**config.mk**
```make
export PLATFORM = sky130hd
export DESIGN_NAME = apb_master_bridge
export DESIGN_NICKNAME = d
export VERILOG_FILES = /design/src/rtl/apb_master_bridge_pkg.sv /design/src/rtl/apb_master_bridge.sv
export SDC_FILE = /design/constraint.sdc
export NUM_CORES = 1
export LEC_CHECK = 0
export BUFFER_PORTS_ARGS = -buffer_cell sky130_fd_sc_hd__buf_2
export CAP_MARGIN = 20
export CORE_AREA = 2 2 147 92
export DETAILED_ROUTE_END_ITERATION = 7
export DIE_AREA = 0 0 149 94
export GPL_TIMING_DRIVEN = 0
export PLACE_DENSITY = 0.64
export SYNTH_ARGS = -nofsm -noshare
export SYNTH_HDL_FRONTEND = slang
export SYNTH_SLANG_ARGS = --single-unit
```
**constraint.sdc**
```tcl
create_clock -name PCLK -period 5 [get_ports PCLK]
set_input_delay 1 -clock PCLK [delete_from_list [all_inputs] [get_ports PCLK]]
set_output_delay 1 -clock PCLK [all_outputs]
set_load 0.05 [all_outputs]
```
**src/rtl/apb_master_bridge_pkg.sv**
```systemverilog
// Shared widths, FSM encoding and helpers for the APB master bridge.
// Replaces the old parameters.vh header contents for this block.
package apb_master_bridge_pkg;

  localparam int unsigned ADDR_WIDTH             = 32;
  localparam int unsigned DATA_WIDTH             = 32;
  localparam int unsigned DEFAULT_TIMEOUT_CYCLES = 16;

  typedef enum logic [1:0] {
    MST_IDLE   = 2'b00,
    MST_SETUP  = 2'b01,
    MST_ACCESS = 2'b10,
    MST_RESP   = 2'b11
  } mst_state_e;

  // Read data is only returned for successful reads; writes and errors report zero.
  function automatic logic [DATA_WIDTH-1:0] rsp_data(
    input logic                  write,
    input logic                  slverr,
    input logic [DATA_WIDTH-1:0] prdata
  );
    return (!write && !slverr) ? prdata : '0;
  endfunction

endpackage

```
**src/rtl/apb_master_bridge.sv**
```systemverilog
// Host command/response channel to APB master converter, one transfer outstanding,
// with a PREADY timeout so a hung slave cannot stall the host.
module apb_master_bridge
  import apb_master_bridge_pkg::*;
#(
  parameter int unsigned TIMEOUT_CYCLES = DEFAULT_TIMEOUT_CYCLES,
  parameter int unsigned TO_CNT_W       = 5
) (
  input  logic                  PCLK,
  input  logic                  PRESET,
  input  logic                  cmd_valid,
  output logic                  cmd_ready,
  input  logic                  cmd_write,
  input  logic [ADDR_WIDTH-1:0] cmd_addr,
  input  logic [DATA_WIDTH-1:0] cmd_wdata,
  output logic                  rsp_valid,
  input  logic                  rsp_ready,
  output logic [DATA_WIDTH-1:0] rsp_rdata,
  output logic                  rsp_err,
  output logic                  rsp_timeout,
  output logic [ADDR_WIDTH-1:0] PADDR_m_s,
  output logic                  PWRITE_m_s,
  output logic                  PSEL_m_s,
  output logic                  PENABLE_m_s,
  output logic [DATA_WIDTH-1:0] PWDATA_m_s,
  input  logic                  PREADY_s_m,
  input  logic                  PSLVERR_s_m,
  input  logic [DATA_WIDTH-1:0] PRDATA_s_m
);

  localparam logic                to_en    = (TIMEOUT_CYCLES != 0);
  localparam logic [TO_CNT_W-1:0] to_limit = TO_CNT_W'(TIMEOUT_CYCLES);

  mst_state_e          state;
  logic [TO_CNT_W-1:0] to_cnt;
  logic [TO_CNT_W-1:0] to_cnt_inc;

  always_comb begin
    to_cnt_inc = to_cnt + TO_CNT_W'(1);
  end

  always_ff @(posedge PCLK or posedge PRESET) begin
    if (PRESET) begin
      state       <= MST_IDLE;
      to_cnt      <= '0;
      cmd_ready   <= 1'b0;
      rsp_valid   <= 1'b0;
      rsp_rdata   <= '0;
      rsp_err     <= 1'b0;
      rsp_timeout <= 1'b0;
      PADDR_m_s   <= '0;
      PWRITE_m_s  <= 1'b0;
      PSEL_m_s    <= 1'b0;
      PENABLE_m_s <= 1'b0;
      PWDATA_m_s  <= '0;
    end else begin
      unique case (state)
        MST_IDLE: begin
          cmd_ready <= 1'b1;
          // cmd_ready is registered, so the first IDLE cycle after reset cannot accept.
          if (cmd_valid && cmd_ready) begin
            PADDR_m_s   <= cmd_addr;
            PWRITE_m_s  <= cmd_write;
            PWDATA_m_s  <= cmd_wdata;
            PSEL_m_s    <= 1'b1;
            PENABLE_m_s <= 1'b0;
            cmd_ready   <= 1'b0;
            state       <= MST_SETUP;
          end
        end

        MST_SETUP: begin
          PENABLE_m_s <= 1'b1;
          to_cnt      <= '0;
          state       <= MST_ACCESS;
        end

        MST_ACCESS: begin
          if (PREADY_s_m) begin
            PSEL_m_s    <= 1'b0;
            PENABLE_m_s <= 1'b0;
            rsp_valid   <= 1'b1;
            rsp_err     <= PSLVERR_s_m;
            rsp_timeout <= 1'b0;
            rsp_rdata   <= rsp_data(PWRITE_m_s, PSLVERR_s_m, PRDATA_s_m);
            state       <= MST_RESP;
          end else begin
            to_cnt <= to_cnt_inc;
            // Compare the incremented value so the abort lands on the edge ending
            // the TIMEOUT_CYCLES-th ACCESS cycle.
            if (to_en && (to_cnt_inc == to_limit)) begin
              PSEL_m_s    <= 1'b0;
              PENABLE_m_s <= 1'b0;
              rsp_valid   <= 1'b1;
              rsp_err     <= 1'b1;
              rsp_timeout <= 1'b1;
              rsp_rdata   <= '0;
              state       <= MST_RESP;
            end
          end
        end

        MST_RESP: begin
          if (rsp_ready) begin
            rsp_valid   <= 1'b0;
            rsp_err     <= 1'b0;
            rsp_timeout <= 1'b0;
            rsp_rdata   <= '0;
            cmd_ready   <= 1'b1;
            state       <= MST_IDLE;
          end
        end

        default: state <= MST_IDLE;
      endcase
    end
  end

endmodule

```
==> insert_results.sql <==
INSERT INTO impl_metrics (metric_group, metric, value, unit) VALUES
('worst_setup_path', 'buf_inv_stages_crit_path', '1', ''),
('worst_setup_path', 'crit_family', 'flip-flops', ''),
('floorplan', 'boundaryPins', '206', ''),
('global_routing', 'first_global_vias', '3139', ''),
('yosys', 'seq_area_frac_synth', '63.33', '%'),
('route', 'detailroute.via_count', '3136', ''),
('global_routing', 'grt_max_degree', '64', ''),
('yosys', 'synth.top_cells.by_count', 'dfrtp_1, mux2_2, a22o_1', ''),
('placed_design', 'post-place-ws', '2.528', 'ns'),
('global_routing', 'grt_use_total', '14.94', '%'),
('worst_setup_path', 'cp_cell_sequence', 'buf_2', ''),
('worst_setup_path', 'crit_required', '4.00', 'ns'),
('global_routing', 'grt_remaining_overflow', '0', ''),
('worst_setup_path', 'worst_setup_end_kind', 'output port', ''),
('worst_setup_path', 'timing.critical_path.depth', '1', ''),
('yosys', 'synthesis.yosys.warnings', '0', ''),
('sta', 'grt_setup_unrepaired', 'no', ''),
('status', 'status', 'finished clean', ''),
('route', 'avgRoutedWirePerCell', '15.42', 'um'),
('floorplan', 'fp.dieH', '94', 'um'),
('route', 'final_antenna_violating_net_count', '0', ''),
('clock_tree', 'clock_path_buffers', '2', ''),
('route', 'drt_drc_violations_left', '0', ''),
('yosys', 'netlist_area', '4347', 'um2'),
('sta', 'timing_max_transition_violations_final', '0', ''),
('floorplan', 'initial_core_util', '34.57', '%'),
('clock_tree', 'cts_setup_buffers', '0', ''),
('clock_tree', 'ctsHtreeMaxLevel', '3', ''),
('placed_design', 'port-buffer-count', '205', ''),
('sta', 'clock_skew', '0.01293', 'ns'),
('yosys', 'async_flop_share', '100.0', '%'),
('yosys', 'synth_ff_type', 'dfrtp_1', ''),
('sta', 'post-route-period-util', '41.98', '%'),
('floorplan', 'design.die.area', '14010', 'um2'),
('layout', 'stdcell_count', '677', ''),
('clock_tree', 'numCtsBuffers', '9', ''),
('sta', 'timing.final.setup_violations', '0', ''),
('clock_tree', 'cts.repair.resized', '0', ''),
('clock_tree', 'postCtsHoldBufs', '0', ''),
('yosys', 'synth_edf_count', '0', ''),
('yosys', 'synth.net_count', '393', ''),
('worst_setup_path', 'critPathMaxStageDelay', '0.45', 'ns'),
('worst_setup_path', 'startpoint_type', 'flip-flop', ''),
('yosys', 'syn-instance-count', '285', ''),
('yosys', 'synthTopCellsByArea', 'dfrtp_1, mux2_2, a22o_1, buf_6, ha_1', ''),
('route', 'avgViaCountPerCell', '4.632', ''),
('sta', 'max-slew-margin-rel', '60.34', '%'),
('route', 'detail_route.first_pass.iterations', '4', ''),
('sta', 'finalHoldViolations', '0', ''),
('clock_tree', 'cts.sink_count', '110', ''),
('min_path', 'holdPathStages', '1', ''),
('placed_design', 'gpl.final_weighted_congestion', '0.7442', ''),
('yosys', 'synthDistinctLibCells', '34', ''),
('global_routing', 'antenna_found_initial', '0', ''),
('sta', 'max_freq', '476.4', 'MHz'),
('clock_tree', 'cts_tree', 'done', ''),
('clock_tree', 'cts.reportedPaths.clkPinSlew', '0.07', 'ns'),
('floorplan', 'core-area', '12570', 'um2'),
('job', 'timing.max_cap.violations', '0', ''),
('sta', 'final.min_clock_period', '2.099', 'ns'),
('layout', 'design.final.nets', '610', ''),
('placed_design', 'place_hpwl', '7.836', 'mm'),
('worst_setup_path', 'cp_slowest_cell', 'dfrtp_1', ''),
('floorplan', 'std_cell_rows', '32', ''),
('yosys', 'yosys_register_bits', '110', ''),
('clock_tree', 'clk_root_buffer_cell', 'clkbuf_16', ''),
('floorplan', 'fp.dieW', '149', 'um'),
('worst_setup_path', 'worstPathArrival', '1.10', 'ns'),
('route', 'routed_wirelength', '10.44', 'mm'),
('clock_tree', 'clock_insertion_delay_worst_skew', '0.34', 'ns'),
('yosys', 'synth_largest_type_area_fraction', '63.33', '%');
[cells in the final DEF, fill, tap and decap left out, types with 4 or more instances in the layout]
cell type,synthesis,final
o21ai_0,5,5
buf_2,8,213
mux2_2,65,65
clkbuf_16,0,9
a22o_1,33,33
buf_6,6,6
a21oi_1,7,7
inv_1,7,6
ha_1,5,5
dfrtp_1,110,110
nor2_1,4,4
nand2_1,6,6
[logic make-up (layout without fill, tap and decap cells)]
group	Yosys count	in the layout	synth area share, %
muxes	70	70	18.34
AOI/OAI and AO/OA	54	54	10.08
xor gates and xnor gates	1	1	0.2015
adders and majority gates	5	5	1.439
and+or+nand+nor	23	23	3.454
buffers and inverters	22	244	3.166
DFF	110	110	63.33
[state kept, by name (all words and copies together), names as in the netlist]
name         flops
PADDR_m_s       32
PWDATA_m_s      32
rsp_rdata       32
to_cnt           5
state            2
PENABLE_m_s      1
PSEL_m_s         1
PWRITE_m_s       1
cmd_ready        1
rsp_err          1
rsp_timeout      1
rsp_valid        1
[worst register-to-register path: cells and delay by family (launching register included)]
family / cells / cell delay [ns]
adder cells (fa/ha/maj): 1 / 0.25
buffers and inverters: 3 / 0.69
flip-flops: 1 / 0.38
multiplexers: 1 / 0.38
AND/OR/NAND/NOR: 1 / 0.19
[per-stage QoR]
step / setup TNS, ns / cell area, um2 / hold slack, ns
detailed placement: 0 / 5615 / 0.4823
finish: 0 / 5896 / 0.4963
global placement: -9.779 / 5585 / 0.4738
CTS: 0 / 5896 / 0.5024
global route: 0 / 5896 / 0.5139
floorplan: 0 / 4347 / 0.4924
[final timing paths]
kind | start | end | slack (ns)
max | PWRITE_m_s | PWRITE_m_s | 2.90
min | rsp_rdata[7] | rsp_rdata[7] | 0.50
max reg2reg | state[0] | PWDATA_m_s[4] | 3.00
min reg2reg | rsp_rdata[7] | rsp_rdata[7] | 0.50
max in group asynchronous | PRESET | to_cnt[2] | 3.54
min in group asynchronous | PRESET | PADDR_m_s[29] | 0.73
[routing by layer]
metal,vias to the layer above,track usage [%],routed length (um)
met4,0,3.810,92
met1,1531,20.27,4817
met2,131,23.08,4671
met5,-,0,0
li1,1464,-,-
met3,10,5.049,861
[final cells by class]
class / instances / area, um2
fill: 1139 / 6676
sequential: 110 / 2753
multi-input combinational: 153 / 1456
timing repair buffer: 206 / 1054
clock buffer: 9 / 225.2
tap: 170 / 212.7
buffer: 14 / 107.6
clock inverter: 7 / 55.05
inverter: 8 / 32.53
Power is not shown: default switching activity piles up to over one toggle a cycle in this logic, so the estimate is an artifact.
